$ cat src/rtl/ex_mem_skid_stage.sv
// ----------------------------------------------------------------------------
// ex_mem_skid_stage
//
// This is the EX/MEM pipeline boundary. It has a parameterised control word,
// data word and destination-register index. Beats pass through a two-entry
// skid buffer that uses a valid/ready handshake. The main entry drives the
// out_* ports straight from flops. The skid entry absorbs the one beat that
// can arrive while MEM is stalling. Because of this, in_ready depends only on
// local flops and flush. It never depends on out_ready.
//
// Ports
//   clk        rising-edge clock
//   reset      synchronous active-high reset
//   flush      kill every held entry this cycle (hazard flush)
//   in_valid   upstream beat valid
//   in_ready   stage can accept a beat
//   in_ctrl    control field in   (CTRL_W)
//   in_data    data field in      (DATA_W)
//   in_rd      dest reg index in  (RD_W)
//   out_valid  output beat valid
//   out_ready  downstream accepts the beat
//   out_ctrl   control field out  (CTRL_W), zero whenever out_valid is low
//   out_data   data field out     (DATA_W)
//   out_rd     dest reg index out (RD_W)
//   occupancy  number of held entries, 0..2
//   flush_cnt  saturating count of flushes that killed at least one entry
// ----------------------------------------------------------------------------
module ex_mem_skid_stage #(
  parameter int CTRL_W = 8,
  parameter int DATA_W = 128,
  parameter int RD_W   = 5,
  parameter int CNT_W  = 16
) (
  input  logic              clk,
  input  logic              reset,
  input  logic              flush,
  input  logic              in_valid,
  output logic              in_ready,
  input  logic [CTRL_W-1:0] in_ctrl,
  input  logic [DATA_W-1:0] in_data,
  input  logic [RD_W-1:0]   in_rd,
  output logic              out_valid,
  input  logic              out_ready,
  output logic [CTRL_W-1:0] out_ctrl,
  output logic [DATA_W-1:0] out_data,
  output logic [RD_W-1:0]   out_rd,
  output logic [1:0]        occupancy,
  output logic [CNT_W-1:0]  flush_cnt
);

  localparam logic [CNT_W-1:0] CNT_MAX = '1;
  localparam logic [CNT_W-1:0] CNT_ONE = {{(CNT_W-1){1'b0}}, 1'b1};

  logic              m_v_q,    m_v_d;
  logic [CTRL_W-1:0] m_ctrl_q, m_ctrl_d;
  logic [DATA_W-1:0] m_data_q, m_data_d;
  logic [RD_W-1:0]   m_rd_q,   m_rd_d;

  logic              s_v_q,    s_v_d;
  logic [CTRL_W-1:0] s_ctrl_q, s_ctrl_d;
  logic [DATA_W-1:0] s_data_q, s_data_d;
  logic [RD_W-1:0]   s_rd_q,   s_rd_d;

  logic [CNT_W-1:0]  flush_cnt_q, flush_cnt_d;

  logic acc;
  logic pop;

  // A full skid means the one spare slot is already taken. A flush refuses
  // new beats so that nothing enters in the same cycle that the stage is
  // emptied.
  assign in_ready = ~s_v_q & ~flush;
  assign acc      = in_valid & in_ready;
  assign pop      = m_v_q & out_ready;

  // Next-state logic. Flush overrides the normal update. Any entry that goes
  // invalid has its ctrl cleared, so downstream may use out_ctrl without
  // gating it by valid. The data and rd fields keep their last values.
  always_comb begin
    m_v_d       = m_v_q;
    m_ctrl_d    = m_ctrl_q;
    m_data_d    = m_data_q;
    m_rd_d      = m_rd_q;
    s_v_d       = s_v_q;
    s_ctrl_d    = s_ctrl_q;
    s_data_d    = s_data_q;
    s_rd_d      = s_rd_q;
    flush_cnt_d = flush_cnt_q;

    if (flush) begin
      m_v_d    = 1'b0;
      s_v_d    = 1'b0;
      m_ctrl_d = '0;
      s_ctrl_d = '0;
      if ((m_v_q | s_v_q) && (flush_cnt_q != CNT_MAX)) begin
        flush_cnt_d = flush_cnt_q + CNT_ONE;
      end
    end else if (!m_v_q || (pop && !s_v_q)) begin
      // Main is empty or draining with no skid behind it, so the input can
      // go straight to the output register.
      if (acc) begin
        m_v_d    = 1'b1;
        m_ctrl_d = in_ctrl;
        m_data_d = in_data;
        m_rd_d   = in_rd;
      end else begin
        m_v_d    = 1'b0;
        m_ctrl_d = '0;
      end
    end else if (s_v_q && pop) begin
      // Main drains and the skid moves forward. No beat can be accepted in
      // this cycle because in_ready is low while the skid is valid.
      m_v_d    = 1'b1;
      m_ctrl_d = s_ctrl_q;
      m_data_d = s_data_q;
      m_rd_d   = s_rd_q;
      s_v_d    = 1'b0;
      s_ctrl_d = '0;
    end else if (acc) begin
      // Main is stalled, so the new beat parks in the skid entry.
      s_v_d    = 1'b1;
      s_ctrl_d = in_ctrl;
      s_data_d = in_data;
      s_rd_d   = in_rd;
    end
  end

  // State flops. Reset takes priority over everything else, including a
  // flush in the same cycle.
  always_ff @(posedge clk) begin
    if (reset) begin
      m_v_q       <= 1'b0;
      m_ctrl_q    <= '0;
      m_data_q    <= '0;
      m_rd_q      <= '0;
      s_v_q       <= 1'b0;
      s_ctrl_q    <= '0;
      s_data_q    <= '0;
      s_rd_q      <= '0;
      flush_cnt_q <= '0;
    end else begin
      m_v_q       <= m_v_d;
      m_ctrl_q    <= m_ctrl_d;
      m_data_q    <= m_data_d;
      m_rd_q      <= m_rd_d;
      s_v_q       <= s_v_d;
      s_ctrl_q    <= s_ctrl_d;
      s_data_q    <= s_data_d;
      s_rd_q      <= s_rd_d;
      flush_cnt_q <= flush_cnt_d;
    end
  end

  assign out_valid = m_v_q;
  assign out_ctrl  = m_ctrl_q;
  assign out_data  = m_data_q;
  assign out_rd    = m_rd_q;
  assign occupancy = {1'b0, m_v_q} + {1'b0, s_v_q};
  assign flush_cnt = flush_cnt_q;

`ifndef SYNTHESIS
  // The skid only fills while main is held, so a lone valid skid means the
  // state has been corrupted.
  skid_implies_main: assert property (@(posedge clk) disable iff (reset)
    s_v_q |-> m_v_q);
`endif

endmodule

$ cat config.mk
export PLATFORM = sky130hd
export DESIGN_NAME = ex_mem_skid_stage
export DESIGN_NICKNAME = d
export VERILOG_FILES = /design/src/rtl/ex_mem_skid_stage.sv
export SDC_FILE = /design/constraint.sdc
export NUM_CORES = 1
export LEC_CHECK = 0
export CELL_PAD_IN_SITES_DETAIL_PLACEMENT = 0
export CELL_PAD_IN_SITES_GLOBAL_PLACEMENT = 1
export CORE_UTILIZATION = 35
export DETAILED_ROUTE_END_ITERATION = 8
export PLACE_DENSITY_LB_ADDON = 0.1
export SLEW_MARGIN = 20
export SYNTH_ARGS = -nofsm -noshare
export SYNTH_HDL_FRONTEND = slang
export SYNTH_SLANG_ARGS = --single-unit
export TNS_END_PERCENT = 100
$ cat constraint.sdc
create_clock -name clk -period 2.83 [get_ports clk]
set_input_delay 0.283 -clock clk [delete_from_list [all_inputs] [get_ports clk]]
set_output_delay 0.283 -clock clk [all_outputs]
set_load 0.01 [all_outputs]
* Yosys cells after proc, flatten, opt, wreduce, memory -nomap -nowiden
Cells that the tools add are included.
Storage, ports and cells: input port bits 146, output and inout bits 161, bits in registers 300, logic and storage cells 50
Cells by class: eq/ne operators 2, bitwise logic cells 8, reduce and logical (&&, ||, !) cells 13, muxes and demuxes 16, add/subtract/negate cells 2
Operators with widths (number):
- 2-to-1 mux 128 bit | 3
- 2-to-1 mux 8 bit | 5
- adder 16 x 1 -> 16 bit (second input constant) | 1
- != test 16 bit (second input constant) | 1
- 2-to-1 mux 5 bit | 3
- 2-to-1 mux 1 bit | 5
- NOT 1 bit | 4
- AND reduction 2 bit | 2
- AND reduction 4 bit | 1
- nonzero test 2 bit | 2
- AND 1 bit | 3
- logical AND 1 bit | 3
- AND reduction 3 bit | 1
- adder 1 x 1 -> 2 bit | 1
- logical NOT 1 bit | 2
- != test 2 bit (second input constant) | 1
- OR reduction 2 bit | 1
- logical OR 1 bit | 1
- OR 1 bit | 1

* Longest topological paths before layout
Gate-level depths: netlist of the first run.
word-level depth 5, gate-level depth with buffers 8, mapped depth without buffers 6

* Worst setup path after synthesis of the first run
Ideal clock, no wire load.
kind reg2reg, start register s_v_q, end register flush_cnt_q[8], in the netlist flush_cnt[8], required time 2709 ps, path buffers 2, stages on the path, launching flop included 9, data arrival time 2049 ps, setup time 121 ps, slack 660 ps, period minus slack after synthesis 2170 ps, cells stage by stage dfxtp_1 buf_2 clkbuf_1 inv_1 ha_1 and2b_1 nand4_1 a211oi_1 mux2_2
On the way: word-level cells in the longest chain between the ends 3
RTL lines:
- from (decl) | line 59 | logic s_v_q, s_v_d;
- from (signal assigned) | line 146 | s_v_q <= s_v_d;
- OR 1 bit | line 95 | if ((m_v_q | s_v_q) && (flush_cnt_q != CNT_MAX)) begin
- logical AND 1 bit | line 95
- AND reduction 2 bit (no source line)
- to (signal assigned) | line 150 | flush_cnt_q <= flush_cnt_d;
- to (decl) | line 64 | logic [CNT_W-1:0] flush_cnt_q, flush_cnt_d;
No other way between the ends. A chain may end at the register's enable or synchronous reset.

* Worst setup path after layout of the first run
start register m_v_q, in the netlist out_valid, end output port occupancy[1]
On the way: word-level cells in the longest chain between the ends 1
RTL lines:
- from (decl) | line 54 | logic m_v_q, m_v_d;
- from (signal assigned) | line 142 | m_v_q <= m_v_d;
- adder 1 x 1 -> 2 bit | line 158 | assign occupancy = {1'b0, m_v_q} + {1'b0, s_v_q};
- to (decl) | line 47 | output logic [1:0] occupancy,
No other way between the ends.

==> metrics.md, run 1 <==
| Metric | Value |
|---|---|
| RR Endpoint | `flush_cnt[8]` |
| RSZ-0062 raised after global routing | `false` |
| Placed cells | `2169` |
| Synthesized cell area | `0.0121 mm²` |
| Setup crit start kind | `flop` |
| Fin area | `0.0166 mm²` |
| WP data arrival | `2.22 ns` |
| Max Slew Vio Count | `0` |
| Worst path required time | `2.55 ns` |
| Max FO, Critical Path | `138` |
| Vias | `11600` |
| WL final | `37900 µm` |
| Maxcap violations | `0` |
| CTS buffer count | `37` |
| Fin crit share | `88.5%` |
| Setup TNS | `0 ns` |
| Kind of critical path | `flop to output port` |
| Reg2reg setup slack | `0.62 ns` |
| Number of global-route vias before repair | `10600` |
| Post-layout min period | `2.51 ns` |
| Finished Layout Cells | `2227` |
| Setup Slack @ Placement | `0.354 ns` |
| Bufs on Longest Clock Path | `3` |
| End point of the critical path | `occupancy[1]` |
| First-pass GRT wire length | `59900 µm` |
| Die Wd | `188 µm` |
| Placeable core area | `0.0337 mm²` |
| Post-CTS sizing | `0` |
| Slew margin rel. | `44.9%` |
| DRC Markers | `0` |
| Port Buf Inserts | `306` |
| CP Cell Sequence | `buf_12 > ha_1 > clkdlybuf4s50_1` |
| Reg-to-reg startpoint | `s_v_q` |
| Hold WC Path Type | `primary input to flop` |
| Worst-skew pair later-pin latency | `0.51 ns` |
| Fmax | `0.399 GHz` |
| Cell taking the most area after synthesis | `dfxtp_1` |
| Post-CTS Setup Bufs | `0` |
| Internal power | `7.48 mW` |
| Post-DR wirelength/cell | `17.0 µm` |
| # hold bufs at CTS | `0` |
| Switch share | `23.7%` |
| Fillers | `3334` |
| Number of synthesized register bits | `300` |
| # clock sinks | `300` |
| GRT overflow | `0` |
| Critical path origin | `out_valid` |
| Gr usage total | `20.8%` |
| Clock Root Buffer | `clkbuf_16` |
| CP max-delay cell | `clkdlybuf4s50_1` |
| Synthesized net count | `1679` |
| GPL Wtd Cong | `0.801` |
| Comb pwr share | `11.1%` |
| Post-synth top area share | `49.8%` |
| Share of cells above drive strength 1 | `4.56%` |
| Worst vdd ir | `309 µV` |
| Yosys warning count | `0` |
| Die H | `188 µm` |
| Via/cell ratio | `5.20` |
| DR pass1 iterations | `5` |
| Actual slew at the worst max-slew pin | `0.819 ns` |
| Die area | `0.0352 mm²` |
| Initial antenna violation count | `5` |
| CTS tree | `built` |
| Pwr/cell area | `592 mW/mm²` |
| I/O pin total | `307` |
| Synth unique cells | `40` |
| R2R depth | `6` |
| Initial DRC Count | `788` |
| Final Hold Violating Endpoints | `0` |
| Sequential share of power | `45.5%` |
| Final hold slack | `0.343 ns` |
| Clock-pin slew on the worst setup and hold paths | `0.06 ns` |
| Initial core utilization | `35.8%` |
| Cell Area, Placed | `0.0155 mm²` |
| Clk_skew | `0.0198 ns` |
| HPWL after detailed placement | `22700 µm` |
| Final core utilization | `49.2%` |
| Synthesis-to-layout area growth | `37.3%` |
| Element type at the critical path end | `output port` |
| Final setup margin | `0.325 ns` |
| H-tree levels | `2` |
| Largest net degree at the start of global routing | `139` |
| Final setup fails | `0` |
| Sw power | `2.32 mW` |
| Syn Inst Count | `1530` |
| Post-synth EDFFs | `0` |
| Average cell area after synthesis | `7.89 µm²` |
| DRT antenna net count | `0` |
| Post-synth top flop | `dfxtp_1` |
| Leak pwr | `5.64 nW` |
| Status | `finished, final reports clean` |
| # rows | `67` |
| Proportion of power drawn by the clock network | `43.4%` |
| Synth area leaders | `dfxtp_1 50%, nand2_1 13%, a311oi_1 9.8%, a21oi_1 6.8%, nand3_1 6.1%` |
| Total Power | `9.80 mW` |
| FFs w/ async S/R, synth | `0%` |
| Total Nets Final | `1909` |
| Sequential element share of the synthesized area | `49.8%` |
| Max stage delay on crit path | `0.56 ns` |
==> kinds of logic after synthesis <==
family / share of synthesized area [%]
simple gates: 26.3
compound gates: 18.1
flops: 49.8
buf+inv: 5.29
mux: 0.270
fa+ha+maj: 0.311
==> metal layers <==
metal | GRT usage, % | vias up | wire length, µm
met5 | 0 | - | 34
met4 | 5.94 | 6 | 765
met3 | 4.72 | 54 | 2680
met2 | 32.3 | 343 | 17200
met1 | 28.8 | 5407 | 17300
li1 | - | 5764 | -
==> critical path: cells and delay by family, from the launching register on <==
kind,cells,cell delay (ns)
adder cells (fa/ha/maj),1,0.26
buffers and inverters,2,1.08
flip-flops,1,0.37
==> synth_stat cells (all sizes together) (2+ instances only) <==
cell type	instances
a21oi	163
a22oi	8
a311oi	135
a31oi	2
and4	3
buf	55
clkbuf	87
dfxtp	300
ha	3
inv	4
mux2	2
nand2	406
nand2b	12
nand3	147
nand4	5
nor2	158
nor2b	3
nor3	4
nor4	2
o21ai	5
o31ai	5
or3	4
or4	5
==> cell type report <==
type	instances	area [µm²]	share of cell area [%]
Clock inverter	3	40.0	0.242
Multi-Input combinational cell	1084	5440	32.8
Tap cell	448	561	3.38
Inverter	4	15.0	0.0906
Antenna cell	2	5.00	0.0302
Clock buffer	53	1020	6.13
Timing Repair Buffer	333	3480	21.0
Sequential cell	300	6010	36.3
==> state kept, by name, summed over array words and instances (netlist names) <==
name,cells
flush_cnt,16
out_ctrl,8
out_data,128
out_rd,5
out_valid,1
s_ctrl_q,8
s_data_q,128
s_rd_q,5
s_v_q,1
==> power groups by stage <==
stage                     sequential (mW)  clock [mW]  combinational [mW]
after global routing                 4.47        4.55                1.18
after global placement               4.55           0                1.09
after detailed placement             4.54           0                1.10
after CTS                            4.46        4.38                1.10
final                                4.46        4.26                1.09
after floorplan                      4.59           0               0.397
==> placed cells by master, fill, tap and decap left out, drive strengths merged, types with 3 or more instances in the layout <==
master and instances:
nand2 406, clkdlybuf4s50 305, dfxtp 300, a21oi 163, nor2 158, nand3 147, a311oi 135, clkbuf 54
buf 27, nand2b 12, a22oi 8, nand4 5, o21ai 5, o31ai 5, or4 5, or3 4
inv 4, nor3 4, nor2b 3, and4 3, ha 3
==> worst min path at each step <==
stage | endpoint | start | slack (ns) | cells after the start
2_1_floorplan | s_data_q[0] | in_data[0] | 0.42 | 2
3_3_place_gp | s_data_q[74] | s_data_q[74] | 0.44 | 2
3_5_place_dp | s_data_q[116] | s_data_q[116] | 0.45 | 2
4_1_cts | s_data_q[67] | in_data[67] | 0.32 | 3
5_1_grt | s_data_q[60] | in_data[60] | 0.34 | 3
6_report | s_data_q[67] | in_data[67] | 0.34 | 3
Power figures use the tool's default switching activity.
==> run 2, diff against run 1 <==
Settings changed: RECOVER_POWER set to 25.
==> run 2 against run 1 <==
Final cell count hardly changed. First-iteration DRC count is 3.8% higher. Non-clock buffer count unchanged. Total power is 0.36% lower. Clock skew is 0.00084 ns higher. Wire length grew 0.15%. Largest power group unchanged. Highest routed layer unchanged.
==> metrics.md, run 2 (synthesis results as in run 1) <==
| Metric | Value |
|---|---|
| DRC Markers | `0` |
| Worst path required time | `2.55 ns` |
| # clock sinks | `300` |
| CTS buffer count | `37` |
| Actual slew at the worst max-slew pin | `0.820 ns` |
| Worst-skew pair later-pin latency | `0.51 ns` |
| Final setup fails | `0` |
| Pwr/cell area | `589 mW/mm²` |
| Setup crit start kind | `flop` |
| Die Wd | `188 µm` |
| Final hold slack | `0.340 ns` |
| Fin area | `0.0166 mm²` |
| # rows | `67` |
| CP delay by family, top | `buffers and inverters` |
| Post-layout min period | `2.51 ns` |
| DR pass1 iterations | `5` |
| Die H | `188 µm` |
| H-tree levels | `2` |
| Initial antenna violation count | `5` |
| Met3 routed WL | `2570 µm` |
| Clk_skew | `0.0207 ns` |
| Placeable core area | `0.0337 mm²` |
| Initial DRC Count | `818` |
| Leak pwr | `5.93 nW` |
| Maxcap violations | `0` |
| Clock Root Buffer | `clkbuf_16` |
| Status | `finished, final reports clean` |
| Max FO, Critical Path | `138` |
| Finished Layout Cells | `2228` |
| WP data arrival | `2.23 ns` |
| I/O pin total | `307` |
| Gr usage total | `20.8%` |
| First-pass GRT wire length | `59900 µm` |
| Hold Path Stages | `3` |
| CTS tree | `built` |
| CP max-delay cell | `clkdlybuf4s50_1` |
| HPWL after detailed placement | `22700 µm` |
| # hold bufs at CTS | `0` |
| DRT antenna net count | `0` |
| Fin crit share | `88.8%` |
| Clock-pin slew on the worst setup and hold paths | `0.06 ns` |
| R2R depth | `6` |
| Vias | `11600` |
| Hold WC Path Type | `primary input to flop` |
| Die area | `0.0352 mm²` |
| GRT overflow | `0` |
| Met2 routed WL | `17100 µm` |
| Top layer in use | `met5` |
| GPL Wtd Cong | `0.801` |
| Post-CTS Setup Bufs | `0` |
| Cell Area, Placed | `0.0155 mm²` |
| Post-CTS sizing | `0` |
| Final Hold Violating Endpoints | `0` |
| Kind of critical path | `flop to output port` |
| Element type at the critical path end | `output port` |
| Fmax | `0.398 GHz` |
| Initial core utilization | `35.8%` |
| Max stage delay on crit path | `0.57 ns` |
| CP Cell Sequence | `buf_12 > ha_1 > clkdlybuf4s50_1` |
| Setup TNS | `0 ns` |
| Max Slew Vio Count | `0` |
| Post-DR wirelength/cell | `17.0 µm` |
| Via/cell ratio | `5.19` |
| RSZ-0062 raised after global routing | `false` |
| Crit path buf inv count | `2` |
| Synthesis-to-layout area growth | `37.3%` |
| WL final | `37900 µm` |
| Port Buf Inserts | `306` |
| Worst vdd ir | `310 µV` |
| Total Nets Final | `1909` |
| Most common cell after layout, fill and taps aside | `nand2_1` |
| Share of cells above drive strength 1 | `4.56%` |
| Largest net degree at the start of global routing | `139` |
| Instance count on the critical path | `3` |
| Number of global-route vias before repair | `10600` |
| Fillers | `3334` |
| Slew margin rel. | `45.1%` |
| Placed cells | `2169` |
| Met1 WL | `17400 µm` |
| Commonest cells after routing, fill and taps aside | `404 x nand2_1, 299 x dfxtp_1, 190 x clkdlybuf4s50_1, 163 x a21oi_1, 158 x nor2_1` |
| Bufs on Longest Clock Path | `3` |
[run 2: path summary, 6_finish.rpt]
kind	endpoint	slack [ns]	startpoint
setup / recovery	occupancy[1]	0.32	out_valid
hold / removal	s_data_q[67]	0.34	in_data[67]
setup reg to reg	flush_cnt[8]	0.64	s_v_q
hold reg to reg	s_data_q[66]	0.45	s_data_q[66]
[run 2: final cells by class]
class	instances	area (µm²)	share of cell area, %
antenna	3	7.51	0.0453
clock buffer	53	1020	6.13
clock inverter	3	40.0	0.242
inverter	4	15.0	0.0906
multi-input combinational	1084	5440	32.8
sequential	300	6010	36.3
tap	448	561	3.38
timing repair buffer	333	3480	21.0
[run 2: worst reg2reg max path: stages, from the launching register on]
cell	delay (ns)
dfxtp_1	0.51
inv_1	0.08
ha_1	0.23
and2b_1	0.32
nand4_1	0.25
a211oi_1	0.32
mux2_2	0.36
[run 2: routing by layer]
metal | up-vias | global-route usage [%]
li1 | 5770 | -
met5 | - | 0
met1 | 5398 | 28.8
met3 | 58 | 4.72
met4 | 6 | 5.94
met2 | 339 | 32.3
[run 2: per-stage QoR]
step,utilization (%),power (mW),setup slack [ns]
after CTS,49.1,9.93,0.245
after detailed placement,46.0,5.64,0.354
after global placement,46.0,5.63,0.408
after floorplan,-,4.99,0.660
final,49.2,9.77,0.316
after global routing,49.2,10.2,0.208
[run 2: report_power, final]
group          switching [mW]  leakage (nW)  total (mW)  internal [mW]
clock network            1.72         0.515        4.27           2.55
logic                   0.531          2.97        1.05          0.518
registers              0.0817          2.44        4.45           4.37
==> run 3, diff against run 2 <==
Settings changed: SLEW_MARGIN 20 to 0.
Clock period 2.83 ns to 2.8 ns, I/O delays scaled along.
==> run 3 against run 2 <==
Critical path depth stayed put. Via count hardly changed. Register-to-register slack hardly changed. Clock-buffer cell count is 1 lower. First-iteration DRC count is 19% lower. Largest power group is now clock. Worst hold slack worse by 0.059 ns. Critical endpoint unchanged. Global-route usage is 0.10 points higher. Utilization is 0.22 points higher. Final area is 0.45% higher. Total power is 4.0% higher. Non-clock buffer count is 2 lower. Clock skew is 0.013 ns lower.
==> metrics.md, run 3 (synthesis results as in run 1) <==
| Metric | Value |
|---|---|
| CTS tree | `built` |
| Post-CTS sizing | `0` |
| Synthesis-to-layout area growth | `37.9%` |
| Fmax | `0.390 GHz` |
| DRT antenna net count | `0` |
| DR pass1 iterations | `5` |
| Initial DRC Count | `663` |
| # rows | `67` |
| Bufs on Longest Clock Path | `3` |
| Worst vdd ir | `422 µV` |
| Setup TNS | `0 ns` |
| Max stage delay on crit path | `0.58 ns` |
| DRC Markers | `0` |
| Share of cells above drive strength 1 | `5.06%` |
| Initial core utilization | `35.8%` |
| Element type at the critical path end | `output port` |
| Max Slew Vio Count | `0` |
| CP max-delay cell | `clkdlybuf4s50_1` |
| Vias | `11600` |
| Worst-skew pair later-pin latency | `0.51 ns` |
| Clock Root Buffer | `clkbuf_16` |
| Status | `finished, final reports clean` |
| Hold WC Path Type | `primary input to flop` |
| Total Nets Final | `1905` |
| Final Hold Violating Endpoints | `0` |
| CP Cell Sequence | `buf_12 > ha_1 > clkdlybuf4s50_1` |
| Maxcap violations | `0` |
| Initial antenna violation count | `3` |
| Clk_skew | `0.00789 ns` |
| Fin crit share | `91.5%` |
| Setup crit start kind | `flop` |
| WL final | `38000 µm` |
| WP data arrival | `2.28 ns` |
| Largest net degree at the start of global routing | `139` |
| RSZ-0062 raised after global routing | `false` |
| Kind of critical path | `flop to output port` |
| Most common cell after layout, fill and taps aside | `nand2_1` |
| Max FO, Critical Path | `138` |
| Total Power | `10.2 mW` |
| Via/cell ratio | `5.19` |
| Commonest cells after routing, fill and taps aside | `404 x nand2_1, 299 x dfxtp_1, 191 x clkdlybuf4s50_1, 163 x a21oi_1, 158 x nor2_1` |
| Final hold slack | `0.281 ns` |
| Post-DR wirelength/cell | `17.0 µm` |
| Gr usage total | `20.9%` |
| First-pass GRT wire length | `60100 µm` |
| GRT overflow | `0` |
| Worst path required time | `2.52 ns` |
| Die area | `0.0352 mm²` |
| Leak pwr | `5.98 nW` |
| H-tree levels | `2` |
| Post-layout min period | `2.56 ns` |
| CTS buffer count | `35` |
| Actual slew at the worst max-slew pin | `0.792 ns` |
| Slew margin rel. | `46.7%` |
| Clock-pin slew on the worst setup and hold paths | `0.06 ns` |
| # hold bufs at CTS | `0` |
| Post-CTS Setup Bufs | `0` |
| I/O pin total | `307` |
| GPL Wtd Cong | `0.789` |
| Placeable core area | `0.0337 mm²` |
| Die Wd | `188 µm` |
| # clock sinks | `300` |
| Port Buf Inserts | `306` |
| HPWL after detailed placement | `22400 µm` |
| Final setup fails | `0` |
| Pwr/cell area | `610 mW/mm²` |
| Die H | `188 µm` |
| Number of global-route vias before repair | `10800` |
==> run 3: cell count changes in the layout (fill, tap and decap cells not counted), sizes merged <==
cell | before | now
bufinv | 1 | 2
diode | 3 | 1
clkdlybuf4s50 | 190 | 191
clkinv | 2 | 7
buf | 27 | 24
dlygate4sd3 | 115 | 114
==> run 3: final cells by class <==
type	instances	area, µm²
fill	3341	17100
sequential	300	6010
multi-input combinational	1084	5440
timing repair buffer	331	3450
clock buffer	52	1070
tap	448	561
clock inverter	9	95.1
inverter	4	15.0
antenna	1	2.50
==> run 3: worst paths after layout <==
path / start / endpoint / slack [ns] / depth (start not counted)
worst min-delay path: reset / flush_cnt[2] / 0.28 / 2
worst max-delay path: out_valid / occupancy[1] / 0.24 / 3
worst min register to register: s_data_q[38] / s_data_q[38] / 0.45 / 2
worst max register to register: out_valid / flush_cnt[8] / 0.63 / 6
==> run 3: routing by layer <==
layer,routed length (µm),GRT usage [%]
met1,17200,28.7
met4,709,5.28
met3,2690,4.60
met2,17300,33.1
met5,40,0
==> run 3: through the flow <==
step / instances / area, µm² / worst slack, ns / util [%]
floorplan: 1530 / 12100 / 0.630 / -
global placement: 2167 / 15500 / 0.413 / 45.9
detailed placement: 2167 / 15500 / 0.344 / 45.9
CTS: 2228 / 16600 / 0.189 / 49.4
global route: 2228 / 16600 / 0.141 / 49.4
finish: 2229 / 16600 / 0.239 / 49.4
==> run 3: critical path, delay by kind of cell, from the launching register on <==
family / cells / cell delay, ns
adders and majority gates: 1 / 0.27
buffers and inverters: 2 / 1.10
DFF: 1 / 0.37
==> run 3: power breakdown <==
part,internal (mW),switching (mW)
logic,0.526,0.538
clock network,2.83,1.77
registers,4.41,0.0824
total,7.77,2.39
